==> src/rtl/acc_control_unit.sv <==
// Multi-cycle control unit for a 4-bit accumulator core: fetch, decode, optional ALU wait, execute.
// Define ACC_CTRL_ILLEGAL_TRAP_EN to halt on opcodes 0x6-0xE with IllegalOp; otherwise they run as NOP.
module acc_control_unit #(
    parameter int unsigned PC_W = 8
) (
    input  logic            CLK,
    input  logic            CLB,
    input  logic [7:0]      Instr,
    input  logic            InstrValid,
    output logic            InstrReq,
    output logic [PC_W-1:0] PC,
    output logic [3:0]      A_Imm,
    output logic            LoadAcc,
    output logic            SelAcc1,
    output logic            SelAcc0,
    output logic [1:0]      RegSel,
    output logic            LoadReg,
    output logic [2:0]      AluOp,
    output logic            Halted,
    output logic            IllegalOp
);

    localparam logic [3:0] OpNop  = 4'h0;
    localparam logic [3:0] OpAddi = 4'h1;
    localparam logic [3:0] OpAddr = 4'h2;
    localparam logic [3:0] OpAlu  = 4'h3;
    localparam logic [3:0] OpStr  = 4'h4;
    localparam logic [3:0] OpJmp  = 4'h5;
    localparam logic [3:0] OpHalt = 4'hF;

    typedef enum logic [2:0] {
        StFetch,
        StDecode,
        StAluWait,
        StExec,
        StHalt
    } state_e;

    state_e          state_q;
    logic [PC_W-1:0] pc_q;
    logic [7:0]      ir_q;
    logic [3:0]      a_imm_q;
    logic            load_acc_q;
    logic            sel_acc1_q;
    logic            sel_acc0_q;
    logic [1:0]      reg_sel_q;
    logic            load_reg_q;
    logic [2:0]      alu_op_q;

    // Control outputs are registered on the edge entering the state that owns them,
    // so they default to zero every cycle and only the decode/ALU-wait edges raise them.
    always_ff @(posedge CLK or negedge CLB) begin
        if (!CLB) begin
            state_q    <= StFetch;
            pc_q       <= '0;
            ir_q       <= '0;
            a_imm_q    <= '0;
            load_acc_q <= 1'b0;
            sel_acc1_q <= 1'b0;
            sel_acc0_q <= 1'b0;
            reg_sel_q  <= '0;
            load_reg_q <= 1'b0;
            alu_op_q   <= '0;
        end else begin
            a_imm_q    <= '0;
            load_acc_q <= 1'b0;
            sel_acc1_q <= 1'b0;
            sel_acc0_q <= 1'b0;
            reg_sel_q  <= '0;
            load_reg_q <= 1'b0;
            alu_op_q   <= '0;
            case (state_q)
                StFetch: begin
                    if (InstrValid) begin
                        ir_q    <= Instr;
                        state_q <= StDecode;
                    end
                end
                StDecode: begin
                    case (ir_q[7:4])
                        OpAlu: begin
                            alu_op_q <= ir_q[2:0];
                            state_q  <= StAluWait;
                        end
                        OpHalt: state_q <= StHalt;
                        OpAddi: begin
                            a_imm_q    <= ir_q[3:0];
                            load_acc_q <= 1'b1;
                            state_q    <= StExec;
                        end
                        OpAddr: begin
                            reg_sel_q  <= ir_q[1:0];
                            sel_acc0_q <= 1'b1;
                            load_acc_q <= 1'b1;
                            state_q    <= StExec;
                        end
                        OpStr: begin
                            reg_sel_q  <= ir_q[1:0];
                            load_reg_q <= 1'b1;
                            state_q    <= StExec;
                        end
                        OpNop, OpJmp: state_q <= StExec;
                        default: begin
`ifdef ACC_CTRL_ILLEGAL_TRAP_EN
                            state_q <= StHalt;
`else
                            state_q <= StExec;
`endif
                        end
                    endcase
                end
                StAluWait: begin
                    alu_op_q   <= ir_q[2:0];
                    sel_acc1_q <= 1'b1;
                    load_acc_q <= 1'b1;
                    state_q    <= StExec;
                end
                StExec: begin
                    if (ir_q[7:4] == OpJmp) begin
                        pc_q <= PC_W'(ir_q[3:0]);
                    end else begin
                        pc_q <= pc_q + PC_W'(1);
                    end
                    state_q <= StFetch;
                end
                StHalt:  state_q <= StHalt;
                default: state_q <= StFetch;
            endcase
        end
    end

    // Gated by CLB so the request is low while reset is held yet high right after release.
    assign InstrReq = (state_q == StFetch) && CLB;
    assign PC       = pc_q;
    assign A_Imm    = a_imm_q;
    assign LoadAcc  = load_acc_q;
    assign SelAcc1  = sel_acc1_q;
    assign SelAcc0  = sel_acc0_q;
    assign RegSel   = reg_sel_q;
    assign LoadReg  = load_reg_q;
    assign AluOp    = alu_op_q;
    assign Halted   = (state_q == StHalt);

`ifdef ACC_CTRL_ILLEGAL_TRAP_EN
    // Only 0xF and the trapped opcodes reach HALT, so anything but 0xF there is illegal.
    assign IllegalOp = (state_q == StHalt) && (ir_q[7:4] != OpHalt);
`else
    assign IllegalOp = 1'b0;
`endif

endmodule
==> config.mk <==
export PLATFORM = sky130hd
export DESIGN_NAME = acc_control_unit
export DESIGN_NICKNAME = d
export VERILOG_FILES = /design/src/rtl/acc_control_unit.sv
export SDC_FILE = /design/constraint.sdc
export NUM_CORES = 1
export LEC_CHECK = 0
export ABC_AREA = 0
export CORE_MARGIN = 1
export CORE_UTILIZATION = 35
export CTS_BUF_LIST = sky130_fd_sc_hd__clkbuf_16
export DETAILED_ROUTE_END_ITERATION = 10
export HOLD_SLACK_MARGIN = 0.12
export PLACE_DENSITY = 0.68
export SYNTH_ARGS = -nofsm -noshare
export SYNTH_HDL_FRONTEND = slang
export SYNTH_SLANG_ARGS = --single-unit
==> constraint.sdc <==
create_clock -name CLK -period 2.8 [get_ports CLK]
set_clock_uncertainty 0.05 [all_clocks]
set_input_delay 0.42 -clock CLK [delete_from_list [all_inputs] [get_ports CLK]]
set_output_delay 0.42 -clock CLK [all_outputs]
set_load 0.05 [all_outputs]
* After elaboration in Yosys (flattened, before gate mapping)
Cells that the tools add are included.
Cells by class: add/sub/neg operators 1, equal/unequal tests 11, mux-type cells 17, reductions and logical operators 5
Operators with widths (number):
- 3-bit one-hot mux with 2 select lines | 2
- 3-bit one-hot mux with 4 select lines | 1
- 8-bit by 1-bit adder with 8-bit output (second input constant) | 1
- 4-bit by 2-bit == test with 1-bit output (second input constant) | 2
- 4-bit by 3-bit == test with 1-bit output (second input constant) | 2
- 4-bit 2-to-1 mux | 2
- 8-bit 2-to-1 mux | 1
- 3-bit by 2-bit == test with 1-bit output (second input constant) | 2
- 1-bit 2-to-1 mux | 6
- 3-bit 2-to-1 mux | 2
- 4-bit by 1-bit == test with 1-bit output (second input constant) | 1
- 4-bit == test (second input constant) | 1
- 2-bit 2-to-1 mux | 2
- 2-bit OR reduction | 2
- 3-bit by 1-bit == test with 1-bit output (second input constant) | 1
- 3-bit == test (second input constant) | 1
- 3-bit zero test | 1
- 2-bit != test (second input constant) | 1
- 1-bit one-hot mux with 2 select lines | 1
- 2-bit AND reduction | 1
- 1-bit logical AND | 1
Word-level totals: bits in registers 32, input bits 11, output and inout bits 24

* Logic depth before layout (Yosys ltp)
Gate-level depths: netlist of run 1.
word-level depth 4, gate-level depth with buffers 6, gate-level depth less buffers 5

* Least setup slack after synthesis of run 1
No wires, ideal clock.
kind register to output, start point reg state_q[1], end point out Halted, data arrival time 1.663 ns, required time 2.330 ns, path slack 0.667 ns, cell stages (with the launch flop) 3, path buffers 1, path through dfrtp_1 > buf_2 > nor3b_1
Between the ends: cells in the longest elaborated chain, start to end 1
Ends and longest elaborated chain:
- from (decl) | RTL line 39 | state_e state_q;
- from (signal assigned) | RTL line 54 | state_q <= StFetch;
- from (signal assigned) | RTL line 76 | state_q <= StDecode;
- from (signal assigned) | RTL line 83 | state_q <= StAluWait;
- 3-bit == test | RTL line 142 | assign Halted = (state_q == StHalt);
- to (decl) | RTL line 19 | output logic Halted,
No other way between the ends.

* Worst setup path in the final report of run 1
start point reg state_q[0], end point out Halted
The elaborated chain is that of the path after synthesis.

==> impl_metrics.sql, run 1 <==
INSERT INTO impl_metrics (metric_group, metric, value, unit) VALUES
('synthesis', 'synth_top_flop_cell', 'dfrtp_1', ''),
('worst_setup_path', 'criticalPathCategory', 'reg2out', ''),
('finish', 'share_of_post_route_cells_with_drive_strength_above_1', '0.130', ''),
('timing', 'slew_viol_final', '0', ''),
('finish', 'area_growth_syn_to_layout', '35.5', '%'),
('clock_network', 'cts_setup_buffers', '0', ''),
('finish', 'fillers', '376', ''),
('finish', 'layout.nets', '173', ''),
('place', 'place_hpwl', '2.05', 'mm'),
('worst_setup_path', 'worst-endpoint-required', '2330', 'ps'),
('clock_network', 'cts-resized-gates', '0', ''),
('clock_network', 'root_buffer', 'clkbuf_16', ''),
('synthesis', 'synth.yosys.warnings', '0', ''),
('worst_setup_path', 'worst_ep_arrival_time', '1840', 'ps'),
('timing', 'setup_tns', '0', 'ps'),
('power', 'power.density_cell_area', '1170', 'nW/µm²'),
('synthesis', 'synth-edff-count', '0', ''),
('grt', 'groute.usage.overall', '0.157', ''),
('worst_setup_path', 'worst-r2r-setup-slack', '1000', 'ps'),
('worst_setup_path', 'critical_path_peak_fanout', '9', ''),
('clock_network', 'clkLatencyLatePin', '270', 'ps'),
('timing', 'finalCritPeriodShare', '0.824', ''),
('clock_network', 'h-tree-depth', '2', ''),
('synthesis', 'synth.net_count', '142', ''),
('worst_setup_path', 'critPathCaptureType', 'output port', ''),
('synthesis', 'syn_area_per_cell', '11.1', 'µm²'),
('grt', 'first_pass_grt_wire_length', '4.86', 'mm'),
('synthesis', 'count_of_state_elements_after_synthesis', '32', ''),
('clock_network', 'numCtsBuffers', '5', ''),
('power', 'vdd.ir_drop.worst', '0.000465', 'V'),
('drt', 'detail_route.wl_per_cell', '13.5', 'µm'),
('synthesis', 'synthArstFlopShare', '1.00', ''),
('synthesis', 'synth.lib_cells_used.distinct', '41', ''),
('synthesis', 'syn-instance-count', '130', ''),
('grt', 'grt_max_degree', '33', ''),
('timing', 'holdWs', '427', 'ps'),
('clock_network', 'max-clock-path-buffers', '2', ''),
('drt', 'vias_per_cell', '4.91', ''),
('drt', 'drt-initial-drc-count', '54', ''),
('hold_path', 'worst_hold_startpoint', 'ir_q[3]', ''),
('grt', 'grt.overflow.total', '0', ''),
('finish', 'antenna-diode-count', '0', ''),
('worst_setup_path', 'critical_path.startpoint', 'state_q[0]', ''),
('synthesis', 'mappedNetlistArea', '1450', 'µm²'),
('timing', 'maxSlewHeadroom', '0.662', ''),
('timing', 'finalWorstPathRequiredPeriod', '2310', 'ps'),
('power', 'cellLeakagePower', '0.000814', 'µW'),
('timing', 'setup_repair_after_global_routing_missed_its_margin', 'no', ''),
('finish', 'area.sequential', '801', 'µm²'),
('floorplanning', 'pin_count', '35', ''),
('drt', 'drt-total-wl', '2.85', 'mm'),
('floorplanning', 'fp.dieH', '66.3', 'µm'),
('grt', 'antenna_found_initial', '0', ''),
('clock_network', 'clk_pin_slew_worst_paths', '50', 'ps'),
('grt', 'via_count_of_the_first_global_routing_pass', '1026', ''),
('drt', 'dr_total_vias', '1040', ''),
('drt', 'detailedRoute.firstPassIterationCount', '4', ''),
('drt', 'drc', '0', ''),
('floorplanning', 'die_footprint', '4400', 'µm²'),
('finish', 'total_area_of_multi_input_combinational_cells', '574', 'µm²'),
('run_status', 'outcome', 'completed', ''),
('worst_setup_path', 'reg2reg_from', 'state_q[0]', ''),
('job', 'maxCapViolations', '0', ''),
('hold_path', 'hp-class', 'reg2reg', ''),
('place', 'globalplace.congestion', '0.800', ''),
('floorplanning', 'die-width', '66.3', 'µm'),
('floorplanning', 'start_util', '0.362', ''),
('timing', 'max_freq', '0.434', 'GHz'),
('clock_network', 'holdBufCountCts', '0', ''),
('floorplanning', 'core_region_area', '4000', 'µm²'),
('clock_network', 'clock_sink_count', '32', ''),
('drt', 'ant_nets', '0', ''),
('floorplanning', 'num_rows', '23', ''),
('worst_setup_path', 'crit_path_start_kind', 'flop', ''),
('clock_network', 'tritoncts', 'built', ''),
('timing', 'setup_viol', '0', ''),
('place', 'io_buffers', '33', ''),
('timing', 'timing.final.hold_violations', '0', ''),
('synthesis', 'seq_area_frac_synth', '0.553', ''),
('timing', 'worst_slew_pin_slew', '505', 'ps');
-- per-stage QoR --
step	instances	util	setup WS [ps]	power, µW	cell area (µm²)
6_report	212	0.491	493	2300	1960
5_1_grt	212	0.491	419	2450	1960
3_3_place_gp	204	0.450	831	1680	1800
2_1_floorplan	130	-	667	1460	1450
3_5_place_dp	204	0.450	778	1720	1800
4_1_cts	212	0.491	462	2320	1960
-- cell usage in the layout (no fill, tap or decap), drive strengths merged, types with 3 or more instances in the layout --
master	count
dfrtp	32
o21ai	12
nand2b	3
clkdlybuf4s50	32
nor3	3
inv	4
mux2	6
and2	9
clkbuf	5
nand2	6
a21oi	4
nor3b	6
o31ai	3
nor2	5
-- worst paths after layout --
kind | endpoint | cells after the start
setup / recovery | Halted | 2
hold / removal | A_Imm[3] | 1
setup reg to reg | PC[5] | 3
hold reg to reg | A_Imm[3] | 1
max in group asynchronous | RegSel[0] | 2
min in group asynchronous | PC[3] | 2
-- worst max-delay path: stages, from the launching register on --
cell	delay [ps]
dfrtp_1	480
nor3b_1	250
clkdlybuf4s50_1	840
-- power breakdown --
group / switching, µW / total (µW) / internal (µW)
combinational: 531 / 901 / 370
sequential: 191 / 804 / 613
clock: 180 / 592 / 412
total: 902 / 2300 / 1400
-- state kept, by name (all words and copies together) (netlist names) --
register / flops
A_Imm: 4
AluOp: 3
LoadAcc: 1
LoadReg: 1
PC: 8
RegSel: 2
SelAcc0: 1
SelAcc1: 1
ir_q: 8
state_q: 3
-- synth_stat cells, types with 3 or more instances --
library cell | instances | area (µm²)
and2_1 | 9 | 56.3
buf_2 | 4 | 20.0
a21oi_1 | 4 | 20.0
nand2_1 | 6 | 22.5
o31ai_1 | 3 | 22.5
mux2_2 | 6 | 67.6
inv_1 | 4 | 15.0
nor3_1 | 3 | 15.0
o21ai_0 | 11 | 55.1
nor2_1 | 5 | 18.8
nor3b_1 | 5 | 37.5
dfrtp_1 | 32 | 801
-- routing by layer --
layer | vias up | track usage | wire length [µm]
met5 | - | 0 | 0
met4 | 0 | 0.0957 | 74
met3 | 7 | 0.0534 | 137
met2 | 29 | 0.245 | 1410
met1 | 490 | 0.183 | 1230
li1 | 514 | - | -
-- area by class of cell --
class	count	area share
inverter	4	0.00765
multi-input combinational	84	0.293
clock buffer	5	0.0637
sequential	32	0.408
timing repair buffer	34	0.177
tap	50	0.0319
clock inverter	3	0.0191
-- cell families (layout without fill, tap and decap cells) --
logic type,after synthesis,count (layout),share of synthesized area
AND/OR/NAND/NOR,45,45,0.199
flip-flops,32,32,0.553
AO/OA/AOI/OAI,26,26,0.107
buffers and inverters,14,46,0.0509
multiplexers,8,8,0.0604
XOR/XNOR,3,3,0.0181
adder cells (fa/ha/maj),1,1,0.00863
other,1,1,0.00259
(Power assumes the default switching activity.)
==> run 2: changes to the inputs <==
--- a/config.mk
+++ b/config.mk
@@ -11,7 +11,7 @@
 export CTS_BUF_LIST = sky130_fd_sc_hd__clkbuf_16
 export DETAILED_ROUTE_END_ITERATION = 10
 export HOLD_SLACK_MARGIN = 0.12
-export PLACE_DENSITY = 0.68
+export PLACE_DENSITY = 0.7
 export SYNTH_ARGS = -nofsm -noshare
 export SYNTH_HDL_FRONTEND = slang
 export SYNTH_SLANG_ARGS = --single-unit
==> constraint.sdc (replaced) <==
create_clock -name CLK -period 1.95 [get_ports CLK]
set_clock_uncertainty 0.05 [all_clocks]
set_input_delay 0.2925 -clock CLK [delete_from_list [all_inputs] [get_ports CLK]]
set_output_delay 0.2925 -clock CLK [all_outputs]
set_load 0.05 [all_outputs]
==> impl_metrics.sql, run 2 (same netlist as run 1, synthesis figures left out) <==
INSERT INTO impl_metrics (metric_group, metric, value, unit) VALUES
('run_status', 'outcome', 'completed', ''),
('clock_network', 'clock_sink_count', '32', ''),
('finish', 'layout.nets', '175', ''),
('timing', 'setup_repair_after_global_routing_missed_its_margin', 'no', ''),
('finish', 'non_filler_cells_final', '214', ''),
('worst_setup_path', 'reg2reg_from', 'state_q[0]', ''),
('floorplanning', 'fp.dieH', '66.3', 'µm'),
('finish', 'area_growth_syn_to_layout', '35.2', '%'),
('grt', 'grt.overflow.total', '0', ''),
('power', 'cellLeakagePower', '0.000829', 'µW'),
('grt', 'groute.usage.overall', '0.156', ''),
('finish', 'share_of_post_route_cells_with_drive_strength_above_1', '0.165', ''),
('finish', 'final_cell_mix', '32 x dfrtp_1, 28 x clkdlybuf4s50_1, 11 x o21ai_0', ''),
('place', 'globalplace.congestion', '0.815', ''),
('clock_network', 'root_buffer', 'clkbuf_16', ''),
('worst_setup_path', 'reg2reg_path_depth', '3', ''),
('clock_network', 'h-tree-depth', '2', ''),
('timing', 'setup_viol', '0', ''),
('clock_network', 'holdBufCountCts', '0', ''),
('clock_network', 'numCtsBuffers', '5', ''),
('finish', 'area.sequential', '801', 'µm²'),
('worst_setup_path', 'cpLargestDelayFamily', 'buffers and inverters', ''),
('worst_setup_path', 'worst-endpoint-required', '1610', 'ps'),
('clock_network', 'clkLatencyLatePin', '270', 'ps'),
('clock_network', 'cts-resized-gates', '0', ''),
('worst_setup_path', 'critical_path.cell_chain', 'clkdlybuf4s50_1', ''),
('place', 'place_hpwl', '2.00', 'mm'),
('floorplanning', 'core_region_area', '4000', 'µm²'),
('worst_setup_path', 'crit_path_start_kind', 'flop', ''),
('clock_network', 'max-clock-path-buffers', '2', ''),
('worst_setup_path', 'cp_num_buf_inv', '1', ''),
('grt', 'first_pass_grt_wire_length', '4.78', 'mm'),
('floorplanning', 'die_footprint', '4400', 'µm²'),
('worst_setup_path', 'worst_path_largest_cell_delay', '820', 'ps'),
('finish', 'final_core_utilization', '0.490', ''),
('worst_setup_path', 'critical_path.startpoint', 'PC[6]', ''),
('power', 'report.power.total', '3170', 'µW'),
('worst_setup_path', 'criticalPathCategory', 'reg2out', ''),
('timing', 'timing.final.hold_violations', '0', ''),
('floorplanning', 'start_util', '0.362', ''),
('floorplanning', 'die-width', '66.3', 'µm'),
('place', 'io_buffers', '33', ''),
('grt', 'antenna_found_initial', '0', ''),
('timing', 'setup_tns', '0', 'ps'),
('timing', 'finalCritPeriodShare', '0.945', ''),
('floorplanning', 'num_rows', '23', ''),
('timing', 'worst_slew_pin_slew', '522', 'ps'),
('drt', 'drt-total-wl', '2.79', 'mm'),
('timing', 'slew_viol_final', '0', ''),
('finish', 'antenna-diode-count', '0', ''),
('drt', 'vias_per_cell', '4.90', ''),
('worst_setup_path', 'critical_path_peak_fanout', '5', ''),
('grt', 'via_count_of_the_first_global_routing_pass', '1027', ''),
('drt', 'dr_total_vias', '1048', ''),
('place', 'place.detailed.instances', '206', ''),
('clock_network', 'cts_setup_buffers', '0', ''),
('floorplanning', 'pin_count', '35', ''),
('clock_network', 'tritoncts', 'built', ''),
('finish', 'total_area_of_multi_input_combinational_cells', '579', 'µm²'),
('drt', 'drc', '0', ''),
('drt', 'drt-initial-drc-count', '43', ''),
('worst_setup_path', 'worst-r2r-setup-slack', '270', 'ps'),
('drt', 'detailedRoute.firstPassIterationCount', '4', ''),
('finish', 'finalInstanceArea', '1960', 'µm²'),
('finish', 'fillers', '364', ''),
('timing', 'finalWorstPathRequiredPeriod', '1840', 'ps'),
('power', 'power.density_cell_area', '1620', 'nW/µm²'),
('grt', 'grt_max_degree', '33', ''),
('worst_setup_path', 'worst_ep_arrival_time', '1500', 'ps'),
('job', 'maxCapViolations', '0', ''),
('drt', 'ant_nets', '0', ''),
('worst_setup_path', 'critical_path.slowest_cell', 'clkdlybuf4s50_1', ''),
('timing', 'maxSlewHeadroom', '0.651', ''),
('clock_network', 'clk_pin_slew_worst_paths', '50', 'ps'),
('hold_path', 'hp-class', 'in2async', ''),
('place', 'placed_cell_area', '1820', 'µm²'),
('worst_setup_path', 'critPathCaptureType', 'output port', ''),
('power', 'vdd.ir_drop.worst', '0.000682', 'V'),
('timing', 'max_freq', '0.542', 'GHz'),
('worst_setup_path', 'timing.rr.end', 'ir_q[5]', ''),
('finish', 'layout_commonest_cell', 'dfrtp_1', ''),
('drt', 'detail_route.wl_per_cell', '13.0', 'µm');
==> run 2: cell types whose count changed in the layout (fill, tap and decap cells not counted), sizes merged <==
cell	previous run	this run
bufinv	1	0
clkdlybuf4s50	32	28
inv	4	6
buf	2	8
clkinv	2	1
==> run 2: metrics by stage <==
step	setup WS, ps	hold slack, ps
6_report	107	399
5_1_grt	46.0	461
4_1_cts	98.7	424
3_5_place_dp	264	424
3_3_place_gp	298	417
2_1_floorplan	312	-53.1
==> run 2: routing by layer <==
layer / vias up / global-route usage / routed length (µm)
met1: 501 / 0.168 / 1140
met3: 5 / 0.0603 / 151
met2: 27 / 0.254 / 1420
met5: - / 0 / 0
li1: 515 / - / -
met4: 0 / 0.0957 / 74
==> run 2: how the worst max path moves through the flow <==
stage | endpoint | slack, ps | depth (start not counted)
detailed placement | ir_q[5] | 260 | 3
global route | PC[1] | 50 | 1
CTS | PC[2] | 100 | 1
global placement | ir_q[2] | 300 | 3
finish | PC[6] | 110 | 1
floorplan | PC[6] | 310 | 5
==> run 2: area by class of cell <==
cell class | count | area share
clock inverter | 3 | 0.00575
multi-input combinational | 84 | 0.296
tap | 50 | 0.0319
inverter | 4 | 0.00766
timing repair buffer | 36 | 0.186
clock buffer | 5 | 0.0639
sequential | 32 | 0.409
==> run 2: where the power goes <==
part / switching [µW] / internal (µW)
clock network: 243 / 456
logic: 788 / 553
registers: 250 / 880
==> run 3: changes to the inputs <==
--- a/config.mk
+++ b/config.mk
@@ -11,7 +11,8 @@
 export CTS_BUF_LIST = sky130_fd_sc_hd__clkbuf_16
 export DETAILED_ROUTE_END_ITERATION = 10
 export HOLD_SLACK_MARGIN = 0.12
-export PLACE_DENSITY = 0.7
+export PLACE_DENSITY = 0.68
+export RECOVER_POWER = 100
 export SYNTH_ARGS = -nofsm -noshare
 export SYNTH_HDL_FRONTEND = slang
 export SYNTH_SLANG_ARGS = --single-unit
==> constraint.sdc (replaced) <==
create_clock -name CLK -period 1.85 [get_ports CLK]
set_clock_uncertainty 0.05 [all_clocks]
set_input_delay 0.2775 -clock CLK [delete_from_list [all_inputs] [get_ports CLK]]
set_output_delay 0.2775 -clock CLK [all_outputs]
set_load 0.05 [all_outputs]
==> impl_metrics.sql, run 3 (same netlist as run 1, synthesis figures left out) <==
INSERT INTO impl_metrics (metric_group, metric, value, unit) VALUES
('run_status', 'outcome', 'completed', ''),
('finish', 'final_core_utilization', '0.479', ''),
('drt', 'drt-initial-drc-count', '39', ''),
('worst_setup_path', 'reg2reg_path_depth', '4', ''),
('place', 'place_hpwl', '2.13', 'mm'),
('drt', 'drt-total-wl', '2.91', 'mm'),
('drt', 'drc', '0', ''),
('clock_network', 'clock_sink_count', '32', ''),
('finish', 'layout_commonest_cell', 'dfrtp_1', ''),
('worst_setup_path', 'cpLargestDelayFamily', 'buffers and inverters', ''),
('timing', 'finalCritPeriodShare', '0.961', ''),
('worst_setup_path', 'critPathCaptureType', 'output port', ''),
('grt', 'first_pass_grt_wire_length', '4.87', 'mm'),
('floorplanning', 'die_footprint', '4400', 'µm²'),
('drt', 'vias_per_cell', '4.87', ''),
('drt', 'dr_total_vias', '1051', ''),
('place', 'globalplace.congestion', '0.834', ''),
('worst_setup_path', 'critical_path.startpoint', 'SelAcc0', ''),
('clock_network', 'root_buffer', 'clkbuf_16', ''),
('power', 'cellLeakagePower', '0.000808', 'µW'),
('timing', 'timing.final.hold_violations', '0', ''),
('finish', 'antenna-diode-count', '0', ''),
('floorplanning', 'pin_count', '35', ''),
('timing', 'finalWorstPathRequiredPeriod', '1780', 'ps'),
('drt', 'detail_route.wl_per_cell', '13.5', 'µm'),
('worst_setup_path', 'reg2reg_from', 'state_q[2]', ''),
('floorplanning', 'fp.dieH', '66.3', 'µm'),
('worst_setup_path', 'worst-endpoint-required', '1520', 'ps'),
('timing', 'worst_slew_pin_slew', '766', 'ps'),
('timing', 'slew_viol_final', '0', ''),
('floorplanning', 'core_region_area', '4000', 'µm²'),
('worst_setup_path', 'criticalPathCategory', 'reg2out', ''),
('clock_network', 'holdBufCountCts', '0', ''),
('worst_setup_path', 'cp_num_buf_inv', '1', ''),
('finish', 'fillers', '379', ''),
('worst_setup_path', 'timing.rr.end', 'A_Imm[0]', ''),
('clock_network', 'h-tree-depth', '2', ''),
('place', 'io_buffers', '33', ''),
('floorplanning', 'start_util', '0.362', ''),
('grt', 'groute.usage.overall', '0.160', ''),
('finish', 'layout.nets', '177', ''),
('timing', 'postLayoutSetupSlackWorst', '72.2', 'ps'),
('clock_network', 'clkLatencyLatePin', '280', 'ps'),
('clock_network', 'tritoncts', 'built', ''),
('hold_path', 'hp-class', 'reg2reg', ''),
('timing', 'setup_viol', '0', ''),
('place', 'placement.setup.worst_slack', '160', 'ps'),
('grt', 'via_count_of_the_first_global_routing_pass', '1047', ''),
('clock_network', 'numCtsBuffers', '5', ''),
('worst_setup_path', 'instance_count_on_the_critical_path', '1', ''),
('worst_setup_path', 'crit_end', 'SelAcc0', ''),
('clock_network', 'cts-resized-gates', '0', ''),
('timing', 'setup_repair_after_global_routing_missed_its_margin', 'no', ''),
('timing', 'setup_tns', '0', 'ps'),
('timing', 'maxSlewHeadroom', '0.489', ''),
('drt', 'ant_nets', '0', ''),
('grt', 'grt.overflow.total', '0', ''),
('worst_setup_path', 'critical_path.cell_chain', 'dlygate4sd3_1', ''),
('worst_setup_path', 'critical_path_peak_fanout', '1', ''),
('clock_network', 'cts_setup_buffers', '0', ''),
('clock_network', 'max-clock-path-buffers', '2', ''),
('clock_network', 'clk_pin_slew_worst_paths', '50', 'ps'),
('timing', 'max_freq', '0.563', 'GHz'),
('worst_setup_path', 'critical_path.slowest_cell', 'dlygate4sd3_1', ''),
('power', 'vdd.ir_drop.worst', '0.000715', 'V'),
('job', 'maxCapViolations', '0', ''),
('floorplanning', 'die-width', '66.3', 'µm'),
('grt', 'grt_max_degree', '33', ''),
('finish', 'final_cell_mix', '32 x dfrtp_1, 19 x clkdlybuf4s50_1, 12 x o21ai_0', ''),
('worst_setup_path', 'crit_path_start_kind', 'flop', ''),
('grt', 'antenna_found_initial', '0', ''),
('finish', 'share_of_post_route_cells_with_drive_strength_above_1', '0.145', ''),
('worst_setup_path', 'worst_path_largest_cell_delay', '870', 'ps'),
('drt', 'detailedRoute.firstPassIterationCount', '3', ''),
('power', 'power.density_cell_area', '1740', 'nW/µm²'),
('worst_setup_path', 'worst-r2r-setup-slack', '140', 'ps'),
('timing', 'holdWs', '419', 'ps'),
('finish', 'area_growth_syn_to_layout', '32.2', '%'),
('floorplanning', 'num_rows', '23', ''),
('worst_setup_path', 'worst_ep_arrival_time', '1450', 'ps');
## run 3: metal layers
metal  up-vias  part of all wire  GRT usage
li1        517                 -          -
met1       499              0.40      0.174
met2        26              0.51      0.265
met3         9             0.050     0.0534
met4         0             0.032      0.101
met5         -                 0          0
## run 3: worst min path at each step
stage	from	to	slack (ps)	cells after the start
after global routing	PC[7]	PC[7]	460	1
after floorplan	CLB	A_Imm[0]	-70	0
after global placement	PC[7]	PC[7]	420	1
after CTS	CLB	state_q[2]	410	2
final	PC[7]	PC[7]	420	1
after detailed placement	ir_q[3]	A_Imm[3]	420	1
## run 3: cell type report
type,instances,area [µm²],share of cell area
Sequential cell,32,801,0.418
Multi-Input combinational cell,84,571,0.298
Timing Repair Buffer,38,328,0.171
Clock buffer,5,125,0.0653
Tap cell,50,62.6,0.0327
Inverter,4,15.0,0.00784
Clock inverter,3,13.8,0.00718
## run 3: through the flow
step	power, µW	area [µm²]	cells
global route	3530	1920	216
finish	3320	1920	216
CTS	3430	1960	216
global placement	2590	1830	208
detailed placement	2660	1830	208
floorplan	2220	1450	130
## run 3: power by group
part,switching [µW],total (µW),internal (µW)
Sequential,232,1160,927
Clock,285,772,487
Combinational,874,1390,518
